--- src/rtl/ifu_fetch.sv ---
// ifu_fetch: instruction fetch unit, producer side of the IF/ID interface.
// Owns the PC, issues in-order memory requests and buffers returned words.
module ifu_fetch #(
    parameter logic [31:0] RESET_PC = 32'h0000_0000,
    parameter int          DEPTH    = 2
) (
    input  logic        clk,
    input  logic        rst,
    input  logic        hold_flag_i,
    input  logic        jump_flag_i,
    input  logic [31:0] jump_addr_i,
    output logic        mem_req_o,
    output logic [31:0] mem_addr_o,
    input  logic        mem_gnt_i,
    input  logic        mem_rvalid_i,
    input  logic [31:0] mem_rdata_i,
    output logic        inst_valid_o,
    output logic [31:0] inst_o,
    output logic [31:0] inst_addr_o
);

    localparam int              CW       = $clog2(DEPTH) + 1;
    localparam int              PW       = $clog2(DEPTH);
    localparam logic [31:0]     INST_NOP = 32'h0000_0013;
    localparam logic [CW:0]     DEPTH_C  = (CW + 1)'(DEPTH);
    localparam logic [CW-1:0]   FULL_C   = CW'(DEPTH);
    localparam logic [PW-1:0]   PTR_LAST = PW'(DEPTH - 1);

    logic [31:0]   r_pc;
    logic [31:0]   r_rsp_addr;
    logic [31:0]   r_inst  [DEPTH];
    logic [31:0]   r_iaddr [DEPTH];
    logic [PW-1:0] r_wptr;
    logic [PW-1:0] r_rptr;
    logic [CW-1:0] r_cnt;
    logic [CW-1:0] r_out;
    logic [CW-1:0] r_disc;

    logic          w_credit;
    logic          w_issue;
    logic          w_rsp;
    logic          w_drop;
    logic          w_push;
    logic          w_valid;
    logic          w_pop;
    logic [31:0]   w_jump_pc;
    logic [PW-1:0] w_wptr_nxt;
    logic [PW-1:0] w_rptr_nxt;

    // Low address bits of a redirect target are forced to word alignment.
    assign w_jump_pc  = jump_addr_i & 32'hFFFF_FFFC;

    // Buffered words plus in-flight requests may never exceed DEPTH.
    assign w_credit   = ({1'b0, r_cnt} + {1'b0, r_out}) < DEPTH_C;
    assign mem_req_o  = ~rst & ~jump_flag_i & w_credit;
    assign mem_addr_o = r_pc;
    assign w_issue    = mem_req_o & mem_gnt_i;

    // A response is stale while discard is non-zero; jump-cycle words die too.
    assign w_rsp      = mem_rvalid_i & (r_out != '0);
    assign w_drop     = w_rsp & (r_disc != '0);
    assign w_push     = w_rsp & (r_disc == '0) & ~jump_flag_i;

    assign w_valid    = (r_cnt != '0) & ~rst;
    assign w_pop      = w_valid & ~hold_flag_i & ~jump_flag_i;

    assign w_wptr_nxt = (r_wptr == PTR_LAST) ? '0 : r_wptr + PW'(1);
    assign w_rptr_nxt = (r_rptr == PTR_LAST) ? '0 : r_rptr + PW'(1);

    assign inst_valid_o = w_valid;
    assign inst_o       = w_valid ? r_inst[r_rptr]  : INST_NOP;
    assign inst_addr_o  = w_valid ? r_iaddr[r_rptr] : 32'h0;

    // PC, credit counters, discard count and FIFO pointers.
    always_ff @(posedge clk) begin
        if (rst) begin
            r_pc       <= RESET_PC;
            r_rsp_addr <= RESET_PC;
            r_wptr     <= '0;
            r_rptr     <= '0;
            r_cnt      <= '0;
            r_out      <= '0;
            r_disc     <= '0;
        end else begin
            r_out <= r_out + CW'(w_issue) - CW'(w_rsp);
            if (jump_flag_i) begin
                // Everything still in flight after this cycle is stale.
                r_pc       <= w_jump_pc;
                r_rsp_addr <= w_jump_pc;
                r_wptr     <= '0;
                r_rptr     <= '0;
                r_cnt      <= '0;
                r_disc     <= r_out - CW'(w_rsp);
            end else begin
                if (w_issue)
                    r_pc <= r_pc + 32'd4;
                if (w_drop)
                    r_disc <= r_disc - CW'(1);
                if (w_push) begin
                    r_rsp_addr <= r_rsp_addr + 32'd4;
                    r_wptr     <= w_wptr_nxt;
                end
                if (w_pop)
                    r_rptr <= w_rptr_nxt;
                r_cnt <= r_cnt + CW'(w_push) - CW'(w_pop);
            end
        end
    end

    // FIFO storage: instruction word with the address it was fetched from.
    always_ff @(posedge clk) begin
        if (!rst && w_push) begin
            r_inst[r_wptr]  <= mem_rdata_i;
            r_iaddr[r_wptr] <= r_rsp_addr;
        end
    end

    // The credit rule must make a push into a full FIFO impossible.
    assert property (@(posedge clk) disable iff (rst)
        !(w_push && (r_cnt == FULL_C)));

endmodule

--- config.mk ---
export PLATFORM = sky130hd
export DESIGN_NAME = ifu_fetch
export DESIGN_NICKNAME = d
export VERILOG_FILES = /design/src/rtl/ifu_fetch.sv
export SDC_FILE = /design/constraint.sdc
export NUM_CORES = 1
export LEC_CHECK = 0
export ABC_AREA = 1
export CORE_MARGIN = 2
export CORE_UTILIZATION = 40
export CTS_BUF_LIST = sky130_fd_sc_hd__clkbuf_8
export DETAILED_ROUTE_END_ITERATION = 10
export GPL_ROUTABILITY_DRIVEN = 0
export PLACE_DENSITY_LB_ADDON = 0.1
export SYNTH_ARGS = -nofsm -noshare
export SYNTH_HDL_FRONTEND = slang
export SYNTH_SLANG_ARGS = --single-unit
--- constraint.sdc ---
create_clock -name clk -period 9.7 [get_ports clk]
set_input_delay 2.425 -clock clk [delete_from_list [all_inputs] [get_ports clk]]
set_output_delay 2.425 -clock clk [all_outputs]
set_load 0.03 [all_outputs]
==> impl_metrics.csv, run 1 <==
group,metric,value,unit
setup_path,rr_startpoint,"r_disc[0]$_SDFFE_PP0P_",
run_status,status,"completed",
clocking,clock-root-buffer,"clkbuf_8",
setup_path,r2r_slack,6.92,ns
clocking,cts_buffers,17,
yosys,ys_seq_area_share,52.2,%
setup_path,path_cells,"buf_2, nor2_4, buf_4, nand2_1, inv_1, clkdlybuf4s50_1",
yosys,yosysTopAreaCellShare,38.1,%
clocking,post-cts-setup-buffers,0,
timing,hold_viol,0,
route,vias_per_cell,4.79,
yosys,synthTopCellsByCount,"nand2_1, inv_1, edfxtp_1, nor2_1, dfxtp_1",
global_routing,grt.total_usage,19.1,%
final_layout,stdcell_count,1617,
clocking,cts_max_level,4,
yosys,synth_area_leader_cell,"edfxtp_1",
clocking,hold_buffers,0,
yosys,yosys-top-cells-area,"edfxtp_1, dfxtp_1, nand2_1",
timing,fin_crit,6.74,ns
setup_path,reg2regPathDepth,12,
timing,fin_skew,0.0179,ns
floorplan,start_util,40.5,%
pwr,total_power,1.73,mW
setup_path,r2r-end,"r_cnt[1]$_SDFF_PP0_",
setup_path,cp.arrival,4.32,ns
timing,timing.final.crit_share,69.5,%
hold_path,hold_path.startpoint,"r_rptr$_SDFFE_PP0P_",
placement,dp.cells,1585,
route,ant_nets,0,
yosys,yosys_warnings,0,
final_layout,fin_nets,1359,
hold_path,hp-class,"flip-flop to flip-flop",
floorplan,io_pins,168,
clocking,path_clk_slew,0.11,ns
setup_path,slowest_stage,"clkdlybuf4s50_1",
pwr,peakVddDrop,0.0000682,V
route,avgRoutedWirePerCell,15.1,um
global_routing,antenna_found_initial,1,
global_routing,overflow,0,
route,firstDrtPassIters,5,
yosys,syn_avg_cell_area,8.68,um^2
placement,dp_hpwl,16800,um
setup_path,crit_fanout,29,
floorplan,die_h,160,um
timing,rsz0062_at_grt,"false",
timing,max-slew-margin-rel,40.7,%
yosys,synth_cell_types,38,
setup_path,critical_path.max_stage_delay,0.66,ns
floorplan,die_w,160,um
yosys,netlist_instances,1127,
setup_path,end_kind,"output port",
setup_path,cp.required,7.28,ns
job,drv_cap,0,
pwr,p_leak,4.73,nW
yosys,synth-seq-cells,193,
route,wirelength,24300,um
setup_path,critPathLaunchType,"input pin",
clocking,clk_latency,0.47,ns
timing,setup_tns,0,ns
yosys,yosys.cell_count.top_type,"nand2_1",
pwr,p_per_area,143,mW/mm^2
clocking,cts.path.max_buffers,2,
global_routing,first_global_vias,7368,
route,first_iter_violations,499,
setup_path,path_class,"input pin to output port",
timing,maxSlewViolCount,0,
route,vias,7739,
route,drc,0,
clocking,ctsResizeCount,0,
timing,worst_pin_slew,0.890,ns
timing,finalSetupViolCount,0,
global_routing,grt_start_max_net_pins,66,
global_routing,grt_pass1_wl,38900,um
floorplan,rows,57,
yosys,synth-edff-count,124,
yosys,syn_area,0.00978,mm^2
final_layout,diodes,0,
floorplan,coreArea,0.0242,mm^2
timing,holdWs,0.480,ns
yosys,ys.flop_type,"edfxtp_1",
final_layout,syn_to_final_growth,23.4,%
clocking,cts.sinks,193,
final_layout,drive_above_1_share,11.0,%
timing,max_freq,0.148,GHz
floorplan,die-area,0.0257,mm^2
hold_path,whs_path_depth,2,
placement,portBuffers,161,
clocking,cts_tree,"built",
yosys,async_flop_share,0,%
==> registers in the layout (all words and copies together) (netlist names), named ones only <==
register,cells
r_out,2
r_inst,64
r_disc,2
r_rsp_addr,30
mem_addr_o,30
r_wptr,1
r_rptr,1
r_iaddr,60
r_cnt,2
==> cells by family after synthesis <==
kind of cell	count (synthesis)	synth area share, %
AO/OA/AOI/OAI	131	7.18
XOR/XNOR	15	1.42
adder cells (fa/ha/maj)	9	1.23
buffers and inverters	211	9.02
flip-flops	193	52.2
multiplexers	59	6.79
other	1	0.0383
AND/OR/NAND/NOR	508	22.2
==> power by group <==
part	leakage, nW	switching [mW]	internal [mW]
Sequential	1.70	0.0368	0.910
Combinational	2.83	0.144	0.0945
Clock	0.203	0.325	0.220
Total	4.73	0.506	1.23
==> per-layer routing <==
metal | GRT usage, % | share of wire, % | vias up
met3 | 3.85 | 4.5 | 24
li1 | - | - | 3943
met2 | 31.7 | 47 | 182
met4 | 4.83 | 1.3 | 2
met5 | 0 | 0.062 | -
met1 | 25.7 | 47 | 3588
==> worst max path at each step <==
stage | endpoint | startpoint | cells past startpoint
final | inst_addr_o[4] | rst | 6
after global routing | inst_o[18] | rst | 6
after CTS | inst_addr_o[4] | rst | 6
after detailed placement | inst_addr_o[4] | rst | 6
after global placement | inst_addr_o[4] | rst | 6
after floorplan | r_iaddr[0][10]$_DFFE_PP_ | rst | 4
==> worst max-delay path, delay by kind of cell <==
family | cells | cell delay [ns]
buffers and inverters | 4 | 1.28
and+or+nand+nor | 2 | 0.58
==> metrics by stage <==
step	utilization, %	setup slack, ns	instance area, um^2
after floorplan	-	2.07	9790
after detailed placement	48.2	2.87	11700
final	49.9	2.96	12100
after CTS	49.9	2.87	12100
after global routing	49.9	2.75	12100
after global placement	48.2	2.88	11700
==> cell usage in the layout, fill, tap and decap left out, types with 2 or more instances in the layout <==
| master | netlist | final |
|---|---|---|
| xnor2_1 | 3 | 3 |
| nand2_2 | 4 | 4 |
| dfxtp_1 | 69 | 68 |
| nor2_2 | 8 | 9 |
| xor2_1 | 11 | 11 |
| nor2_4 | 7 | 8 |
| nor2_8 | 2 | 2 |
| or2_2 | 3 | 3 |
| nand2_1 | 324 | 324 |
| clkinv_4 | 0 | 2 |
| o211ai_1 | 6 | 6 |
| a21oi_1 | 56 | 56 |
| nand4_1 | 7 | 7 |
| a21oi_2 | 3 | 3 |
| buf_4 | 7 | 8 |
| edfxtp_1 | 124 | 124 |
| clkdlybuf4s50_1 | 0 | 160 |
| and2_1 | 3 | 3 |
| a31oi_1 | 13 | 13 |
| clkinvlp_4 | 0 | 2 |
| nor2_1 | 87 | 85 |
| conb_1 | 1 | 4 |
| mux2_2 | 59 | 59 |
| inv_6 | 0 | 3 |
| inv_8 | 0 | 5 |
| o21ai_0 | 43 | 43 |
| inv_1 | 168 | 168 |
| nor3_2 | 0 | 2 |
| nand3_1 | 56 | 56 |
| clkbuf_8 | 0 | 17 |
| ha_1 | 8 | 8 |
| inv_2 | 4 | 4 |
| nand2_4 | 2 | 2 |
| o21ai_1 | 8 | 8 |
==> final cells by class <==
| cell class | instances | area [um^2] |
|---|---|---|
| timing repair buffer | 169 | 1670 |
| sequential | 193 | 5110 |
| multi-input combinational | 726 | 3830 |
| clock inverter | 15 | 178 |
| clock buffer | 17 | 234 |
| tap | 324 | 405 |
| inverter | 173 | 652 |
| fill | 2319 | 12100 |
Power figures use the tool's default switching activity.
==> inputs of run 2 (changes only) <==
Clock period 9.7 ns to 5.7 ns, I/O delays scaled along.
==> run 2 against run 1 <==
Net effect: register-to-register slack worse by 3.7 ns; worst hold slack lost 0.0077 ns; sequential share of layout area down 0.096 points; first-iteration DRC count fell by 18%; cell area rose by 0.23%; final cell count about the same; via count decreased by 0.93%; critical path type unchanged; critical endpoint is now inst_addr_o[13]; highest routed layer is now met4.
==> impl_metrics.csv, run 2 (same netlist as run 1, synthesis figures left out) <==
group,metric,value,unit
timing,hold_viol,0,
pwr,p_sw_share,29.6,%
setup_path,path_class,"input pin to output port",
final_layout,stdcell_count,1618,
route,vias,7667,
final_layout,regArea,0.00511,mm^2
setup_path,critPathLaunchType,"input pin",
clocking,clock-root-buffer,"clkbuf_8",
final_layout,top_register,"r_inst",
placement,dp_hpwl,16800,um
hold_path,whs_path_depth,2,
pwr,peakVddDrop,0.000138,V
route,firstDrtPassIters,4,
timing,fin_crit,4.58,ns
pwr,pwr-share-comb,13.6,%
floorplan,io_pins,168,
global_routing,antenna_found_initial,0,
pwr,p_seq_share,54.1,%
clocking,ctsResizeCount,0,
timing,maxSlewViolCount,0,
hold_path,hold_path.startpoint,"r_rptr$_SDFFE_PP0P_",
final_layout,utilization,50.0,%
pwr,p_switching,0.883,mW
final_layout,fin_nets,1360,
setup_path,crit_fanout,63,
clocking,cts.sinks,193,
timing,worst_pin_slew,0.854,ns
setup_path,r2r_slack,3.21,ns
timing,layout_setup_ws,1.12,ns
setup_path,end_kind,"output port",
hold_path,hp-class,"flip-flop to flip-flop",
final_layout,multi_input_area,0.00382,mm^2
timing,max-slew-margin-rel,43.0,%
floorplan,coreArea,0.0242,mm^2
route,vias_per_cell,4.74,
timing,timing.final.crit_share,80.3,%
timing,finalSetupViolCount,0,
floorplan,die_h,160,um
floorplan,die_w,160,um
pwr,p_leak,4.75,nW
placement,dp_slack,1.11,ns
timing,max_freq,0.218,GHz
clocking,cts_buffers,17,
floorplan,rows,57,
route,avgRoutedWirePerCell,14.9,um
timing,rsz0062_at_grt,"false",
timing,fin_skew,0.0125,ns
setup_path,cp.arrival,3.15,ns
placement,dp.cells,1586,
route,wirelength,24100,um
run_status,status,"completed",
setup_path,reg2regPathDepth,13,
global_routing,grt_start_max_net_pins,64,
global_routing,first_global_vias,7312,
clocking,post-cts-setup-buffers,0,
route,drc,0,
placement,portBuffers,161,
clocking,clk_latency,0.47,ns
setup_path,critical-path-top-delay-family,"buffers and inverters",
pwr,pwr-share-clk,32.3,%
final_layout,top_regs,"r_inst x64, r_iaddr x60",
setup_path,rr_startpoint,"r_out[1]$_SDFF_PP0_",
floorplan,start_util,40.5,%
clocking,path_clk_slew,0.11,ns
pwr,p_int,2.10,mW
final_layout,syn_to_final_growth,23.6,%
floorplan,die-area,0.0257,mm^2
global_routing,grt.total_usage,19.0,%
setup_path,worstPathBufferInverterCount,4,
setup_path,critical_path.max_stage_delay,0.67,ns
clocking,cts_max_level,4,
setup_path,cp_num_cells,6,
setup_path,path_cells,"buf_2, nor2_4, buf_4, nand2_1, inv_1, clkdlybuf4s50_1",
route,ant_nets,0,
final_layout,diodes,0,
setup_path,r2r-end,"r_cnt[1]$_SDFF_PP0_",
final_layout,drive_above_1_share,11.0,%
route,first_iter_violations,411,
final_layout,n_fill_cell,2303,
final_layout,layout_common_cells,"nand2_1, inv_1, clkdlybuf4s50_1, edfxtp_1, nor2_1",
setup_path,slowest_stage,"clkdlybuf4s50_1",
job,drv_cap,0,
setup_path,cp.required,4.28,ns
global_routing,overflow,0,
clocking,hold_buffers,0,
final_layout,layout_commonest_cell,"nand2_1",
clocking,cts.path.max_buffers,2,
final_layout,largest_reg_flops,64,
clocking,cts_tree,"built",
global_routing,grt_pass1_wl,38600,um
pwr,p_per_area,246,mW/mm^2
-- run 2: worst max path at each step --
stage,end,startpoint
finish,inst_addr_o[13],rst
CTS,inst_addr_o[13],rst
detailed placement,inst_addr_o[13],rst
global placement,inst_addr_o[23],rst
floorplan,r_iaddr[0][10]$_DFFE_PP_,rst
global route,inst_addr_o[9],rst
-- run 2: cell type report --
class	count	share of cell area, %
repair buffers	170	13.8
clock inverters	15	1.65
multi-input cells	726	31.6
well taps	324	3.35
flip-flops and latches	193	42.2
inverters	173	5.39
clock buffers	17	1.93
-- run 2: metal layers --
layer	wire, um	global-route usage [%]	part of all wire [%]	vias up
met5	0	0	0	-
met4	450	5.73	1.9	0
met3	1030	3.51	4.3	26
met2	10800	29.7	45	198
met1	11800	27.0	49	3505
li1	-	-	-	3938
-- run 2: power groups by stage --
stage / registers, mW / clock network (mW) / logic (mW)
after CTS: 1.61 / 0.984 / 0.409
after detailed placement: 1.64 / 0 / 0.407
after global routing: 1.62 / 1.03 / 0.453
after floorplan: 1.65 / 0 / 0.234
final: 1.61 / 0.962 / 0.406
after global placement: 1.64 / 0 / 0.403
-- run 2: metrics by stage --
stage,power [mW],TNS [ns],hold WS (ns),instance area (um^2)
CTS,3.01,0,0.475,12100
global route,3.11,0,0.507,12100
global placement,2.05,0,0.459,11700
detailed placement,2.05,0,0.457,11700
finish,2.98,0,0.472,12100
floorplan,1.89,-115.76,0.447,9790
-- run 2: worst reg2reg max path: cells and delay by family, from the launching register on --
family                     cells  cell delay [ns]
AOI/OAI and AO/OA              1             0.12
xor gates and xnor gates       1             0.13
adders and majority gates      2             0.48
buffers and inverters          5             0.73
and+or+nand+nor                4             0.51
DFF                            1             0.45
==> inputs of run 3 (changes only) <==
Clock period 5.7 ns to 4.05 ns, I/O delays scaled along.
==> run 3 against run 2 <==
Net effect: non-clock buffer count up 2; routed wire length increased by 0.36%; flip-flop and latch count unchanged; clock power up 37%; clock-buffer cell count stayed put; first-iteration DRC count is 18% higher; utilization is 0.23 points lower; register-to-register slack lost 1.4 ns; setup slack worse by 0.54 ns; sequential share of layout area is 0.20 points higher; critical path type is now flip-flop to output port; critical endpoint is now inst_addr_o[21]; largest cell class unchanged.
==> impl_metrics.csv, run 3 (same netlist as run 1, synthesis figures left out) <==
group,metric,value,unit
global_routing,grt.total_usage,19.1,%
pwr,p_sw_share,30.4,%
clocking,clk_latency,0.48,ns
final_layout,fin_nets,1362,
global_routing,grt_pass1_wl,38700,um
clocking,clock-root-buffer,"clkbuf_8",
route,firstDrtPassIters,5,
pwr,p_switching,1.27,mW
final_layout,diodes,0,
floorplan,start_util,40.5,%
setup_path,path_class,"flip-flop to output port",
setup_path,crit_fanout,32,
clocking,path_clk_slew,0.11,ns
job,drv_cap,0,
pwr,p_seq_share,54.5,%
final_layout,utilization,49.8,%
final_layout,stdcell_count,1620,
floorplan,io_pins,168,
timing,fin_skew,0.0147,ns
timing,timing.final.crit_share,85.7,%
pwr,p_per_area,346,mW/mm^2
route,drc,0,
clocking,cts_tree,"built",
placement,portBuffers,161,
setup_path,cp.required,3.04,ns
route,vias_per_cell,4.81,
route,wirelength,24200,um
pwr,pwr-share-comb,13.8,%
route,ant_nets,0,
final_layout,syn_to_final_growth,23.1,%
final_layout,top_regs,"r_inst x64, r_iaddr x60",
route,avgRoutedWirePerCell,14.9,um
clocking,cts_max_level,4,
clocking,cts.sinks,193,
clocking,cts.path.max_buffers,2,
timing,maxSlewViolCount,0,
global_routing,antenna_found_initial,0,
global_routing,first_global_vias,7405,
pwr,p_leak,4.85,nW
timing,max_freq,0.288,GHz
timing,rsz0062_at_grt,"false",
final_layout,layout_common_cells,"nand2_1, inv_1, edfxtp_1, clkdlybuf4s50_1, nor2_1",
route,first_iter_violations,484,
setup_path,cp.arrival,2.46,ns
pwr,p_int,2.90,mW
final_layout,top_register,"r_inst",
timing,finalSetupViolCount,0,
global_routing,grt_start_max_net_pins,63,
floorplan,die_w,160,um
clocking,ctsResizeCount,0,
global_routing,overflow,0,
pwr,peakVddDrop,0.000167,V
hold_path,hp-class,"flip-flop to flip-flop",
placement,dp_slack,0.578,ns
placement,dpl_cell_area,0.0116,mm^2
clocking,post-cts-setup-buffers,0,
pwr,pwr-share-clk,31.7,%
floorplan,die-area,0.0257,mm^2
run_status,status,"completed",
timing,layout_setup_ws,0.579,ns
setup_path,critPathLaunchType,"flip-flop",
clocking,cts_buffers,17,
final_layout,drive_above_1_share,14.1,%
timing,hold_viol,0,
floorplan,die_h,160,um
setup_path,end_kind,"output port",
placement,dp_hpwl,16800,um
final_layout,layout_commonest_cell,"nand2_1",
final_layout,largest_reg_flops,64,
timing,holdWs,0.472,ns
timing,max-slew-margin-rel,53.4,%
floorplan,coreArea,0.0242,mm^2
clocking,hold_buffers,0,
timing,worst_pin_slew,0.699,ns
floorplan,rows,57,
final_layout,finalInstanceArea,0.0120,mm^2
timing,fin_crit,3.47,ns
route,vias,7794,
placement,dp.cells,1588,
[run 3: changes by cell type in the layout (fill, tap and decap cells not counted), sizes merged]
| cell | before | now |
|---|---|---|
| buf | 10 | 51 |
| clkdlybuf4s50 | 160 | 121 |
| inv | 183 | 184 |
| bufinv | 1 | 0 |
[run 3: path summary, 6_finish.rpt]
check / from / endpoint / slack (ns) / cells past startpoint
worst min-delay path: r_rptr$_SDFFE_PP0P_ / flip-flop / 0.47 / 2
worst min register to register: r_rptr$_SDFFE_PP0P_ / flip-flop / 0.47 / 2
worst max register to register: r_cnt[0]$_SDFF_PP0_ / r_out[1]$_SDFF_PP0_ / 1.85 / 11
worst max-delay path: flip-flop / inst_addr_o[21] / 0.58 / 5
[run 3: worst max-delay path, cell delays in order, from the launching register on]
cell and delay (ns):
dfxtp_2 0.79, buf_4 0.50, mux2_2 0.41, nand2_1 0.06
inv_1 0.04, buf_4 0.16
[run 3: power by group through the flow]
stage | sequential, mW | clock (mW) | combinational, mW
3_5_place_dp | 2.31 | 0 | 0.578
2_1_floorplan | 2.33 | 0 | 0.331
6_report | 2.27 | 1.32 | 0.574
3_3_place_gp | 2.31 | 0 | 0.573
4_1_cts | 2.27 | 1.37 | 0.581
5_1_grt | 2.28 | 1.43 | 0.644
[run 3: final cells by class]
type	instances	area (um^2)
well taps	324	405
multi-input cells	726	3840
repair buffers	172	1620
flip-flops and latches	193	5110
inverters	173	652
clock buffers	17	234
fillers	2308	12100
clock inverters	15	189
[run 3: through the flow]
| step | power, mW | TNS [ns] |
|---|---|---|
| final | 4.17 | 0 |
| after global routing | 4.36 | 0 |
| after CTS | 4.22 | 0 |
| after detailed placement | 2.89 | 0 |
| after global placement | 2.89 | 0 |
| after floorplan | 2.66 | -32.07 |
[run 3: layer usage]
layer | part of all wire (%) | vias to the layer above | global-route usage, %
met5 | 0 | - | 0
met1 | 47 | 3572 | 25.8
met3 | 5.6 | 32 | 3.31
met2 | 46 | 236 | 31.3
met4 | 2.1 | 0 | 6.67
li1 | - | 3954 | -
